**src/rtl/button_arbiter.sv**
```systemverilog
// -----------------------------------------------------------------------------
// button_arbiter
//
// Purpose:
//   Front end for the board push-buttons. Each raw button is synchronized,
//   then debounced against a shared tick prescaler. Every debounced 0->1
//   transition becomes one queued event (one pending bit per button). Pending
//   events are handed to a single consumer over a valid/ready handshake,
//   granted round-robin starting after the last accepted button.
//
// Ports:
//   clk         in   system clock (single domain)
//   reset       in   asynchronous, active-high reset
//   btn_in      in   raw asynchronous button levels   [NUM_BTN]
//   cmd_ready   in   consumer accepts the offered command
//   cmd_valid   out  a command is being offered
//   cmd_id      out  index of the button behind the offered command [ID_W]
//   btn_level   out  debounced button levels         [NUM_BTN]
//   drop_pulse  out  one-cycle pulse: a press was lost because that button
//                    already had an event pending
// -----------------------------------------------------------------------------
module button_arbiter #(
  parameter int NUM_BTN      = 4,
  parameter int ID_W         = 2,
  parameter int TICK_DIV     = 100000,
  parameter int STABLE_TICKS = 4
) (
  input  logic               clk,
  input  logic               reset,
  input  logic [NUM_BTN-1:0] btn_in,
  input  logic               cmd_ready,
  output logic               cmd_valid,
  output logic [ID_W-1:0]    cmd_id,
  output logic [NUM_BTN-1:0] btn_level,
  output logic               drop_pulse
);

  localparam int PRESC_W = (TICK_DIV > 1) ? $clog2(TICK_DIV) : 1;
  localparam int CNT_W   = $clog2(STABLE_TICKS + 1);

  typedef enum logic {
    ST_IDLE  = 1'b0,
    ST_OFFER = 1'b1
  } state_t;

  // ---------------------------------------------------------------------------
  // Two-flop synchronizer
  // ---------------------------------------------------------------------------
  logic [NUM_BTN-1:0] sync1_q, sync1_d;
  logic [NUM_BTN-1:0] sync2_q, sync2_d;

  always_comb begin
    sync1_d = btn_in;
    sync2_d = sync1_q;
  end

  always_ff @(posedge clk or posedge reset) begin
    if (reset) begin
      sync1_q <= '0;
      sync2_q <= '0;
    end else begin
      sync1_q <= sync1_d;
      sync2_q <= sync2_d;
    end
  end

  // ---------------------------------------------------------------------------
  // Shared debounce prescaler: one tick every TICK_DIV cycles
  // ---------------------------------------------------------------------------
  logic [PRESC_W-1:0] presc_q, presc_d;
  logic               tick;

  always_comb begin
    tick    = (presc_q == PRESC_W'(TICK_DIV - 1));
    presc_d = tick ? '0 : presc_q + 1'b1;
  end

  always_ff @(posedge clk or posedge reset) begin
    if (reset) begin
      presc_q <= '0;
    end else begin
      presc_q <= presc_d;
    end
  end

  // ---------------------------------------------------------------------------
  // Per-button debounce. cnt counts consecutive ticks on which the synced
  // input disagrees with the debounced level; the level flips on the tick
  // that would bring the count to STABLE_TICKS.
  // ---------------------------------------------------------------------------
  logic [NUM_BTN-1:0] btn_level_q;
  logic [NUM_BTN-1:0] btn_level_d;

  genvar gi;
  generate
    for (gi = 0; gi < NUM_BTN; gi++) begin : g_debounce
      logic [CNT_W-1:0] cnt_q, cnt_d;
      logic             level_q, level_d;

      always_comb begin
        cnt_d   = cnt_q;
        level_d = level_q;
        if (tick) begin
          if (sync2_q[gi] == level_q) begin
            cnt_d = '0;
          end else if (cnt_q == CNT_W'(STABLE_TICKS - 1)) begin
            level_d = ~level_q;
            cnt_d   = '0;
          end else begin
            cnt_d = cnt_q + 1'b1;
          end
        end
      end

      always_ff @(posedge clk or posedge reset) begin
        if (reset) begin
          cnt_q   <= '0;
          level_q <= 1'b0;
        end else begin
          cnt_q   <= cnt_d;
          level_q <= level_d;
        end
      end

      assign btn_level_q[gi] = level_q;
      assign btn_level_d[gi] = level_d;
    end
  endgenerate

  // A press is the edge on which the debounced level goes 0->1.
  logic [NUM_BTN-1:0] press;
  assign press = btn_level_d & ~btn_level_q;

  // ---------------------------------------------------------------------------
  // Round-robin selection: first pending bit at or after last_grant+1,
  // wrapping modulo NUM_BTN.
  // ---------------------------------------------------------------------------
  logic [NUM_BTN-1:0] pending_q, pending_d;
  logic [ID_W-1:0]    last_grant_q, last_grant_d;
  logic [ID_W-1:0]    cand;
  logic [ID_W-1:0]    sel_idx;
  logic               sel_found;

  always_comb begin
    cand      = '0;
    sel_idx   = '0;
    sel_found = 1'b0;
    for (int k = 1; k <= NUM_BTN; k++) begin
      cand = ID_W'((int'(last_grant_q) + k) % NUM_BTN);
      if (!sel_found && pending_q[cand]) begin
        sel_found = 1'b1;
        sel_idx   = cand;
      end
    end
  end

  // ---------------------------------------------------------------------------
  // Arbiter FSM
  // ---------------------------------------------------------------------------
  state_t             state_q, state_d;
  logic               cmd_valid_q, cmd_valid_d;
  logic [ID_W-1:0]    cmd_id_q, cmd_id_d;
  logic               drop_q, drop_d;
  logic [NUM_BTN-1:0] grant_clr;

  always_comb begin
    state_d      = state_q;
    cmd_valid_d  = cmd_valid_q;
    cmd_id_d     = cmd_id_q;
    last_grant_d = last_grant_q;
    grant_clr    = '0;

    case (state_q)
      ST_IDLE: begin
        if (sel_found) begin
          cmd_id_d    = sel_idx;
          cmd_valid_d = 1'b1;
          grant_clr   = NUM_BTN'(1) << sel_idx;
          state_d     = ST_OFFER;
        end
      end
      ST_OFFER: begin
        if (cmd_ready) begin
          cmd_valid_d  = 1'b0;
          last_grant_d = cmd_id_q;
          state_d      = ST_IDLE;
        end
      end
      default: begin
        state_d     = ST_IDLE;
        cmd_valid_d = 1'b0;
      end
    endcase

    // Clear-then-set: a press landing on the grant edge of the same button
    // stays queued. A press is only lost when its bit is pending and survives.
    pending_d = (pending_q & ~grant_clr) | press;
    drop_d    = |(press & pending_q & ~grant_clr);
  end

  always_ff @(posedge clk or posedge reset) begin
    if (reset) begin
      state_q      <= ST_IDLE;
      cmd_valid_q  <= 1'b0;
      cmd_id_q     <= '0;
      last_grant_q <= ID_W'(NUM_BTN - 1);
      pending_q    <= '0;
      drop_q       <= 1'b0;
    end else begin
      state_q      <= state_d;
      cmd_valid_q  <= cmd_valid_d;
      cmd_id_q     <= cmd_id_d;
      last_grant_q <= last_grant_d;
      pending_q    <= pending_d;
      drop_q       <= drop_d;
    end
  end

  assign cmd_valid  = cmd_valid_q;
  assign cmd_id     = cmd_id_q;
  assign btn_level  = btn_level_q;
  assign drop_pulse = drop_q;

endmodule
```
**config.mk**
```make
export PLATFORM = sky130hd
export DESIGN_NAME = button_arbiter
export DESIGN_NICKNAME = d
export VERILOG_FILES = /design/src/rtl/button_arbiter.sv
export SDC_FILE = /design/constraint.sdc
export NUM_CORES = 1
export LEC_CHECK = 0
export BUFFER_PORTS_ARGS = -buffer_cell sky130_fd_sc_hd__buf_2
export CAP_MARGIN = 20
export CORE_ASPECT_RATIO = 1.4
export CORE_MARGIN = 2
export CORE_UTILIZATION = 55
export DETAILED_ROUTE_END_ITERATION = 16
export GPL_TIMING_DRIVEN = 0
export PLACE_DENSITY = 0.85
export RECOVER_POWER = 25
export SETUP_SLACK_MARGIN = 0.2
export SYNTH_ARGS = -nofsm -noshare
export SYNTH_HDL_FRONTEND = slang
export SYNTH_SLANG_ARGS = --single-unit
```
**constraint.sdc**
```tcl
create_clock -name clk -period 3.43 [get_ports clk]
set_input_delay 0 -clock clk [delete_from_list [all_inputs] [get_ports clk]]
set_output_delay 0 -clock clk [all_outputs]
set_load 0.03 [all_outputs]
```
# Yosys cells after proc, flatten, opt, wreduce, memory -nomap -nowiden
# Cells that the tools add are included.
[word_totals] register_bits=52 in_bits=7 word_cells=109
[classes] add_sub_neg=9 order_cmp=4 eq_ne=11 shift=1 muxes=45 n_bitwise=12 n_reduce_logical=10
[op_table] op="$mux 1" count=24
[op_table] op="$mux 3" count=8
[op_table] op="$add 17x1->17 const B" count=1
[op_table] op="$eq 17x17->1 const B" count=1
[op_table] op="$mux 17" count=1
[op_table] op="$and 4x4->4" count=4
[op_table] op="$add 3x1->3 const B" count=4
[op_table] op="$eq 3x2->1 const B" count=4
[op_table] op="$lt 2x3->1 const B" count=4
[op_table] op="$bmux 1 s2" count=4
[op_table] op="$mux 2" count=4
[op_table] op="$mux 4" count=2
[op_table] op="$not 4->4" count=2
[op_table] op="$reduce_and 2->1" count=3
[op_table] op="$not 1->1" count=5
[op_table] op="$add 2x1->2 const B" count=2
[op_table] op="$add 2x2->2 const B" count=2
[op_table] op="$eq 1x1->1" count=4
[op_table] op="$ne 2x2->1 const B" count=2
[op_table] op="$or 4x4->4" count=1
[op_table] op="$pmux 1 s2" count=2
[op_table] op="$reduce_or 4->1" count=1
[op_table] op="$shl 1x2->4 const A" count=1
[op_table] op="$logic_and 1x1->1" count=3
[op_table] op="$logic_not 1->1" count=3

# Longest topological paths before layout
# Gate-level depths: netlist of run 1.
[logic_depth] ltp_word=19 depth_mapped=7

# Worst setup path before layout of run 1
# No wires, ideal clock.
[synth_timing] path_type="reg-to-reg" from="register last_grant_q[1]" to="register drop_q, in the netlist drop_pulse" setup_ns=0.139 arrival_time_ns=1.561 required_ns=3.291 setup_slack_ns=1.730 path_stages_with_launch=6 n_path_buf=0 synth_period_minus_slack_ns=1.700 path_cell_list="dfstp_2 nand2_1 and3b_1 or4_4 o211ai_1 o2111ai_1"
[synth_between] elab_chain_len=19 word_cells_on_any_way=32 cone_classes="add/sub: 4; shift: 1; mux: 18; bitwise: 2; reduce/logical: 7"
[synth_lines] item="start: declaration" line="139" source="logic [ID_W-1:0] last_grant_q, last_grant_d;"
[synth_lines] item="start signal: assignment" line="206" source="last_grant_q <= ID_W'(NUM_BTN - 1);"
[synth_lines] item="start signal: assignment" line="213" source="last_grant_q <= last_grant_d;"
[synth_lines] item="$add 2x1->2" line="149" source="cand = ID_W'((int'(last_grant_q) + k) % NUM_BTN);"
[synth_lines] item="$bmux 1 s2" line="150" source="if (!sel_found && pending_q[cand]) begin"
[synth_lines] item="$mux 1 (not written as such)" line="150"
[synth_lines] item="$mux 1" line="150"
[synth_lines] item="$logic_not 1->1" line="150"
[synth_lines] item="$logic_and 1x1->1" line="150"
[synth_lines] item="$mux 1" line="150"
[synth_lines] item="$logic_not 1->1" line="150"
[synth_lines] item="[... 4 more ...]"
[synth_lines] item="$mux 2" line="150"
[synth_lines] item="$shl 1x2->4" line="178" source="grant_clr = NUM_BTN'(1) << sel_idx;"
[synth_lines] item="$mux 4 *" line="175" source="if (sel_found) begin"
[synth_lines] item="$mux 4 *" line="173" source="case (state_q)"
[synth_lines] item="$not 4->4 *" line="198" source="drop_d = |(press & pending_q & ~grant_clr);"
[synth_lines] item="$and 4x4->4 *" line="198"
[synth_lines] item="$reduce_or 4->1 *" line="198"
[synth_lines] item="net drop_d" line="163" source="logic drop_q, drop_d;"
[synth_lines] item="end signal: assignment" line="215" source="drop_q <= drop_d;"
[synth_lines] item="end: declaration" line="163"
# Mark *: on every way through the listed nets, which the timed path passes. The rest lies on a longest branch. The select of a mux whose other input is x is not followed.
# A chain may end at the register's enable or synchronous reset.

# Worst setup path after layout of run 1
[layout_timing] from="register presc_q[0]" to="register g_debounce[1].cnt_q[2]"
[layout_between] elab_chain_len=1
[layout_lines] item="start: declaration" line="70" source="logic [PRESC_W-1:0] presc_q, presc_d;"
[layout_lines] item="start signal: assignment" line="82" source="presc_q <= presc_d;"
[layout_lines] item="$eq 17x17->1" line="74" source="tick = (presc_q == PRESC_W'(TICK_DIV - 1));"
[layout_lines] item="end signal: assignment" line="120" source="cnt_q <= cnt_d;"
[layout_lines] item="end: declaration" line="97" source="logic [CNT_W-1:0] cnt_q, cnt_d;"
# Every way passes these cells.

==> results of run 1 <==
[metrics by stage]
step                      hold WS, ns  worst slack, ns  cells
after global routing            0.325             1.43    298
after CTS                       0.186             1.53    298
final                           0.273             1.56    298
after floorplan                0.0314             1.73    224
after detailed placement      -0.0296             1.54    284
after global placement          0.108             1.58    283
[cells in the mapped netlist (all sizes together), types with 4 or more instances]
cell    number  area share [%]
inv          8             1.3
ha           5             2.7
nand2       24             3.8
nand3       12             2.5
nand2b       6             1.6
o21ai       14             3.0
nor3         5             1.1
mux2         5             2.4
nand4        5             1.3
xnor2       11             4.1
nor2        22             3.5
o21a         4             1.3
buf          8             2.1
xor2         5             1.9
a21oi        6             1.3
dfrtp       50              53
[cell families after synthesis]
logic type	after synthesis
AND/OR/NAND/NOR	94
flip-flops	52
buffers and inverters	16
XOR/XNOR	16
adder cells (fa/ha/maj)	5
multiplexers	6
AO/OA/AOI/OAI	35
[state kept, by name, summed over array words and instances (netlist names)]
| name | count |
|---|---|
| presc_q | 17 |
| cmd_valid | 1 |
| cmd_id | 2 |
| state_q | 1 |
| pending_q | 4 |
| sync1_q | 4 |
| g_debounce.level_q | 4 |
| sync2_q | 4 |
| last_grant_q | 2 |
| g_debounce.cnt_q | 12 |
| drop_pulse | 1 |
[what timing repair did]
item / 4_1_cts / 5_1_grt
endpoints found under the setup margin: 0 / 0
endpoints found under the hold margin: 57 / 0
hold buffers: 6 / 0
[metal layers]
metal	track usage, %	vias up	share of wire, %
li1	-	829	-
met1	21.9	815	43
met2	33.3	19	53
met3	4.41	7	2.3
met4	8.86	0	2.2
met5	0	-	0
[cell usage in the layout (no fill, tap or decap), drive strengths merged, types with 3 or more instances in the layout]
cell type / count
dfrtp: 50
nand2: 24
buf: 23
nor2: 22
o21ai: 14
nand3: 12
xnor2: 11
inv: 8
nand2b: 6
a21oi: 6
clkbuf: 6
dlygate4sd3: 6
nand4: 5
nor3: 5
xor2: 5
ha: 5
mux2: 5
o21a: 4
or3: 3
o31ai: 3
o211ai: 3
nor4b: 3
[power groups by stage]
stage | sequential [W] | combinational, W | clock, W
after floorplan | 0.000632 | 0.0000144 | 0
after global placement | 0.000632 | 0.0000213 | 0
after detailed placement | 0.000632 | 0.0000247 | 0
after CTS | 0.000620 | 0.0000298 | 0.000374
after global routing | 0.000621 | 0.0000329 | 0.000395
final | 0.000620 | 0.0000288 | 0.000363
[cell type report]
| class | instances | share of cell area, % |
|---|---|---|
| buffer | 8 | 1.88 |
| clock buffer | 6 | 3.10 |
| clock inverter | 2 | 0.564 |
| inverter | 8 | 1.13 |
| multi-input combinational | 156 | 36.5 |
| sequential | 52 | 49.0 |
| tap | 45 | 2.12 |
| timing repair buffer | 21 | 5.64 |
[worst max-delay path by stage]
stage | from | end | slack (ns) | cells after the start
after global routing | presc_q[0] | g_debounce[2].cnt_q[2] | 1.43 | 6
after detailed placement | presc_q[0] | g_debounce[2].cnt_q[2] | 1.54 | 6
after CTS | presc_q[0] | g_debounce[1].cnt_q[2] | 1.53 | 6
after global placement | reset | g_debounce[2].level_q | 1.58 | 2
final | presc_q[0] | g_debounce[1].cnt_q[2] | 1.56 | 6
after floorplan | last_grant_q[1] | drop_pulse | 1.73 | 5
[critical path, cell delays in order, from the launching register on]
cell	delay, ns
dfrtp_1	0.39
ha_1	0.23
and4_1	0.32
nand4_1	0.17
buf_2	0.24
buf_2	0.20
o21a_1	0.20
==> impl_metrics.json, run 1 <==
{
  "status": "finished, final reports clean",
  "synth_nets": 236,
  "skew_ns": 0.0106,
  "seq_area_frac_synth_pct": 55.3,
  "num_vias": 1670,
  "clockBufferDepth": 2,
  "cp.required_ns": 3.63,
  "clock_sinks": 52,
  "routed_wl_mm": 3.96,
  "die_area_sq_mm": 0.00483,
  "ios": 15,
  "seq_area_sq_mm": 0.00130,
  "syn_to_final_growth_pct": 12.9,
  "synth_top_family_by_area": "simple AND/OR/NAND/NOR gates",
  "die_h_um": 81.4,
  "grt_max_degree": 40,
  "rr_worst_depth": 6,
  "postLayoutCoreUtil_pct": 63.8,
  "cts-root-buf": "clkbuf_8",
  "async_flop_share_pct": 100,
  "drive_above_1_share_pct": 15.4,
  "leakagePower_nw": 1.26,
  "drv_cap": 0,
  "power.density_mw_per_mm2": 380,
  "multiInputGateArea_sq_um": 972,
  "crit_arrival_ns": 2.07,
  "insertion_delay_ns": 0.31,
  "cts_buffers": 5,
  "ant_nets": 0,
  "worst_slew_pin_slew_ns": 0.550,
  "numPortBuffers": 14,
  "yosysWarnings": 0,
  "fillers": 355,
  "power.share.sequential_pct": 61.3,
  "pwr-share-clk_pct": 35.9,
  "grt_usage_pct": 19.2,
  "wl_per_cell_um": 13.3,
  "drt_iter0_drc": 59,
  "reg2reg_from": "presc_q[0]",
  "synth_compound_area_share_pct": 8.98,
  "viasPerCell": 5.60,
  "period_minus_slack_ns": 1.87,
  "syn_inst": 224,
  "grt_setup_unrepaired": "no",
  "yosys.area_share.simple_pct": 20.9,
  "place_area_sq_mm": 0.00250,
  "coreArea_sq_mm": 0.00417,
  "internal-power_w": 0.000793,
  "place.detailed.hpwl_mm": 2.86,
  "synthXorXnorAreaFrac_pct": 5.95,
  "antenna_found_initial": 0,
  "tns_ns": 0,
  "place_congestion": 0.885,
  "synthAdderAreaFrac_pct": 2.66,
  "start_kind": "register",
  "maxSlewViolCount": 0,
  "power_switching_w": 0.000219,
  "max_freq_mhz": 534,
  "synth_area_sq_mm": 0.00236,
  "critPathMaxFanout": 10,
  "design.final.nets": 264,
  "crit_path_end_kind": "register",
  "r2r_end": "g_debounce[1].cnt_q[2]",
  "synth_edf_count": 0,
  "hp-class": "input pin to asynchronous set/reset pin",
  "yosys_register_bits": 52,
  "h-tree-depth": 2,
  "vdd_drop_max_mv": 0.283,
  "final_area_sq_mm": 0.00266,
  "synthFlopType": "dfrtp_1",
  "cts_tree": "built",
  "slew_headroom_pct": 63.3,
  "comb_power_share_pct": 2.8,
  "crit_type": "register to register",
  "switching_share_pct": 21.7,
  "antenna_cells": 0,
  "drc": 0,
  "rows": 28,
  "die_w_um": 59.3,
  "cts.repair.resized": 0,
  "grt_pass1_wl_mm": 6.91,
  "clk_pin_slew_worst_paths_ns": 0.09,
  "first_pass_iters": 4,
  "period_share_pct": 54.6,
  "synth_mux_area_share_pct": 2.81,
  "hold_viol": 0,
  "reg2reg_slack_ns": 1.56,
  "start_util_pct": 56.5,
  "p_total_w": 0.00101,
  "grt_pass1_vias": 1644,
  "grt_remaining_overflow": 0,
  "synth_cell_types": 38,
  "setup_viol": 0,
  "post_cts_buffers": 0,
  "syn_avg_cell_area_sq_um": 10.5
}
(Power assumes the default switching activity.)
==> run 2: changes to the inputs <==
CORE_UTILIZATION = 53   (was 55)
PLACE_DENSITY = 0.86   (was 0.85)
clock period = 1.5 ns   (was 3.43 ns; I/O delays follow)
==> run 2 against run 1 <==
Against the previous run: the run now ends with negative setup slack left; die area grew 3.6%; maximum frequency grew 1.1%; hold slack gained 0.055 ns; first-iteration DRC count grew to 2.6 times the previous value; critical endpoint unchanged; largest power group unchanged.
==> impl_metrics.json, run 2 (same netlist as run 1, synthesis figures left out) <==
{
  "viasPerCell": 5.80,
  "die_h_um": 82.9,
  "clockBufferDepth": 2,
  "wl_per_cell_um": 19.3,
  "ant_nets": 0,
  "largest_registers": "presc_q (17), g_debounce.cnt_q (12)",
  "leakagePower_nw": 1.60,
  "period_share_pct": 124,
  "crit_arrival_ns": 2.06,
  "crit_type": "register to register",
  "drt_iter0_drc": 155,
  "antenna_cells": 0,
  "max_freq_mhz": 540,
  "fillers": 212,
  "largest_reg_flops": 17,
  "drive_above_1_share_pct": 47.8,
  "grt_remaining_overflow": 0,
  "slew_headroom_pct": 38.5,
  "drv_cap": 0,
  "routed_wl_mm": 6.76,
  "cts-root-buf": "clkbuf_8",
  "critPathMaxStageDelay_ns": 0.45,
  "design.final.nets": 302,
  "place.detailed.hpwl_mm": 3.10,
  "start_util_pct": 55.6,
  "power.density_mw_per_mm2": 740,
  "grt_pass1_vias": 2139,
  "final_common_cell": "dfrtp_1",
  "numPortBuffers": 14,
  "finalWorstSetupSlack_ns": -0.353,
  "num_vias": 2037,
  "vdd_drop_max_mv": 0.838,
  "cp.required_ns": 1.71,
  "coreArea_sq_mm": 0.00424,
  "hold_viol": 0,
  "clk_pin_slew_worst_paths_ns": 0.10,
  "syn_to_final_growth_pct": 46.8,
  "seq_area_sq_mm": 0.00131,
  "p_total_w": 0.00256,
  "crit_chain": "nor4b_4 -> nand4_1 -> buf_6 -> buf_8 -> o21a_1",
  "status": "finished with violations",
  "grt_max_degree": 31,
  "place_ws_ns": -0.336,
  "worst_slew_pin_slew_ns": 0.921,
  "rows": 28,
  "hp-class": "input pin to register",
  "antenna_found_initial": 0,
  "slowest_stage": "dfrtp_2",
  "cts_buffers": 5,
  "drc": 0,
  "insertion_delay_ns": 0.32,
  "ios": 15,
  "h-tree-depth": 2,
  "grt_pass1_wl_mm": 9.91,
  "crit_path_end_kind": "register",
  "period_minus_slack_ns": 1.85,
  "setup_viol": 35,
  "start_kind": "register",
  "regMostFlops": "presc_q",
  "clock_sinks": 52,
  "cts_tree": "built",
  "failed_checks": "negative setup slack",
  "die_w_um": 60.4,
  "skew_ns": 0.00963,
  "multiInputGateArea_sq_mm": 0.00130,
  "maxSlewViolCount": 0,
  "grt_setup_unrepaired": "yes",
  "first_pass_iters": 4,
  "die_area_sq_mm": 0.00500,
  "critPathMaxFanout": 6,
  "final_cell_mix": "44 x dfrtp_1, 26 x buf_4, 15 x buf_6",
  "place_congestion": 0.789,
  "grt_usage_pct": 26.4
}
[run 2: repair_timing]
item,in CTS,in global routing
buffers inserted,24,11
setup endpoints to repair,35,39
pin swaps,23,14
resized for setup,48,41
hold buffers,6,0
gates cloned,3,0
hold endpoints to repair,27,0
[run 2: cell type report]
class,count,share of cell area (%)
Sequential cell,52,37.9
Timing Repair Buffer,59,15.5
Buffer,8,2.39
Clock buffer,7,2.78
Inverter,8,0.868
Tap cell,60,2.17
Clock inverter,1,0.868
Multi-Input combinational cell,156,37.5
[run 2: metal layers]
metal / GRT usage [%] / routed length [um]
met1: 30.2 / 2660
met2: 43.5 / 3590
met3: 5.14 / 185
met4: 16.2 / 323
met5: 0 / 0
[run 2: per-stage QoR]
| step | area (sq um) | hold slack (ns) | TNS, ns | utilization [%] | cells |
|---|---|---|---|---|---|
| after floorplan | 2430 | 0.0314 | -0.683 | - | 224 |
| after detailed placement | 2590 | 0.0609 | -3.71 | 61.2 | 299 |
| after global routing | 3460 | 0.325 | -11.05 | 81.6 | 351 |
| after CTS | 3210 | 0.276 | -2.81 | 75.8 | 340 |
| after global placement | 2570 | 0.108 | -19.58 | 60.7 | 298 |
| final | 3460 | 0.328 | -8.13 | 81.6 | 351 |
[run 2: where the power goes]
part | total (W) | switching (W) | leakage (nW) | internal [W]
Clock | 0.00107 | 0.000478 | 0.0645 | 0.000589
Sequential | 0.00142 | 0.00000805 | 0.671 | 0.00141
Combinational | 0.0000727 | 0.0000449 | 0.869 | 0.0000278
Total | 0.00256 | 0.000531 | 1.60 | 0.00203
[run 2: critical path, delay by kind of cell, from the launching register on]
kind | cells | cell delay [ns]
buf+inv | 2 | 0.41
simple gates | 2 | 0.71
flops | 1 | 0.45
compound gates | 1 | 0.17
[run 2: worst paths after layout]
kind                       cells past startpoint  slack (ns)         from                      to
setup / recovery                               5       -0.35  presc_q[11]  g_debounce[1].cnt_q[2]
hold / removal                                 2        0.33    btn_in[3]              sync1_q[3]
setup reg to reg                               5       -0.35  presc_q[11]  g_debounce[1].cnt_q[2]
hold reg to reg                                0        0.36   sync1_q[3]              sync2_q[3]
max in group asynchronous                      4        0.34        reset         last_grant_q[1]
min in group asynchronous                      3        0.42        reset  g_debounce[0].cnt_q[1]
==> run 3: changes to the inputs <==
SETUP_SLACK_MARGIN = default   (was 0.2)
==> run 3 against run 2 <==
Against the previous run: the run still ends with negative setup slack left; cell count down 3.4%; non-clock buffer count shrank 12; worst setup slack better by 0.074 ns; via count decreased by 5.1%; global-route usage decreased by 5.4 points; critical endpoint is now drop_pulse; largest cell class unchanged.
==> impl_metrics.json, run 3 (same netlist as run 1, synthesis figures left out) <==
{
  "status": "finished with violations",
  "failed_checks": "negative setup slack",
  "max_freq_mhz": 562,
  "viasPerCell": 5.70,
  "hold_viol": 0,
  "crit_arrival_ns": 2.01,
  "grt_pass1_wl_mm": 7.91,
  "cp.required_ns": 1.73,
  "setup_viol": 34,
  "num_vias": 1933,
  "vdd_drop_max_mv": 0.723,
  "clock_sinks": 52,
  "die_w_um": 60.4,
  "power.density_mw_per_mm2": 716,
  "place_congestion": 0.842,
  "routed_wl_mm": 6.04,
  "first_pass_iters": 4,
  "die_h_um": 82.9,
  "skew_ns": 0.0153,
  "largest_reg_flops": 17,
  "grt_setup_unrepaired": "yes",
  "crit_type": "register to register",
  "critPathMaxFanout": 4,
  "start_kind": "register",
  "crit_path_end_kind": "register",
  "period_share_pct": 119,
  "crit_family": "simple AND/OR/NAND/NOR gates",
  "clk_pin_slew_worst_paths_ns": 0.10,
  "ant_nets": 0,
  "worst_slew_pin_slew_ns": 0.646,
  "drive_above_1_share_pct": 39.1,
  "wl_per_cell_um": 17.8,
  "cts-root-buf": "clkbuf_8",
  "grt_max_degree": 38,
  "clockBufferDepth": 2,
  "fillers": 267,
  "leakagePower_nw": 1.49,
  "placed_cells": 299,
  "slowest_stage": "dfrtp_2",
  "maxSlewViolCount": 0,
  "insertion_delay_ns": 0.31,
  "grt_pass1_vias": 1752,
  "final_common_cell": "dfrtp_1",
  "coreArea_sq_mm": 0.00424,
  "hold_slack_ns": 0.308,
  "h-tree-depth": 2,
  "critPathMaxStageDelay_ns": 0.45,
  "ios": 15,
  "finalWorstSetupSlack_ns": -0.279,
  "grt_remaining_overflow": 0,
  "final_area_sq_mm": 0.00321,
  "die_area_sq_mm": 0.00500,
  "drt_iter0_drc": 126,
  "rows": 28,
  "drc": 0,
  "regMostFlops": "presc_q",
  "crit_chain": "nor4b_4 -> nand4_1 -> or3_1 -> o2111ai_1",
  "period_minus_slack_ns": 1.78,
  "slew_headroom_pct": 56.9,
  "largest_registers": "presc_q (17), g_debounce.cnt_q (12)",
  "cts_tree": "built",
  "drv_cap": 0,
  "cp.buffers_inverters": 0,
  "place_area_sq_mm": 0.00258,
  "final_cell_mix": "46 x dfrtp_1, 18 x nand2_1, 17 x buf_4",
  "start_util_pct": 55.6,
  "final_cells": 339,
  "design.final.nets": 290,
  "hp-class": "input pin to asynchronous set/reset pin",
  "antenna_found_initial": 0,
  "grt_usage_pct": 21.0,
  "antenna_cells": 0,
  "cts_buffers": 5,
  "tns_ns": -4.95,
  "numPortBuffers": 14,
  "syn_to_final_growth_pct": 36.2,
  "place.detailed.hpwl_mm": 2.90
}
-- run 3: path summary, 6_finish.rpt --
kind	start	end	slack (ns)	depth (start not counted)
min in group clk	btn_in[0]	sync1_q[0]	0.31	2
max reg2reg	presc_q[6]	drop_pulse	-0.28	4
min reg2reg	sync1_q[1]	sync2_q[1]	0.36	0
min	reset	drop_pulse	0.31	3
max in group asynchronous	reset	presc_q[12]	0.56	4
max	presc_q[6]	drop_pulse	-0.28	4
-- run 3: what timing repair did --
item | in CTS | in global routing
buffers inserted | 11 | 12
gates resized for setup | 24 | 51
hold buffers | 6 | 0
pin swaps | 13 | 24
endpoints found under the setup margin | 32 | 35
cloned | 2 | 1
endpoints found under the hold margin | 57 | 0
-- run 3: report_power, final --
group | internal, W | switching, W
sequential | 0.00141 | 0.00000836
clock | 0.000331 | 0.000476
combinational | 0.0000275 | 0.0000427
-- run 3: through the flow --
stage	util (%)	total power (W)	worst slack, ns
after floorplan	-	0.00148	-0.200
after global placement	60.3	0.00150	-0.366
after detailed placement	60.8	0.00150	-0.323
after CTS	68.7	0.00231	-0.264
after global routing	75.7	0.00241	-0.358
final	75.7	0.00230	-0.279
-- run 3: cell type report --
cell class	count	area [sq um]	area share [%]
Multi-Input combinational cell	156	1220	37.9
Inverter	8	30.0	0.936
Clock buffer	5	68.8	2.14
Clock inverter	3	23.8	0.741
Sequential cell	52	1310	40.8
Tap cell	60	75.1	2.34
Buffer	8	78.8	2.46
Timing Repair Buffer	47	408	12.7
-- run 3: per-layer routing --
layer  part of all wire [%]  global-route usage (%)  vias up
met5                      0                       0        -
met1                     38                    26.7      967
li1                       -                       -      891
met3                    3.0                    4.52       20
met2                     56                    33.3       55
met4                    3.7                    9.49        0
-- run 3: worst reg2reg max path, delay by kind of cell, from the launching register on --
family | cells | cell delay [ns]
DFF | 1 | 0.45
and+or+nand+nor | 3 | 1.07
AOI/OAI and AO/OA | 1 | 0.19
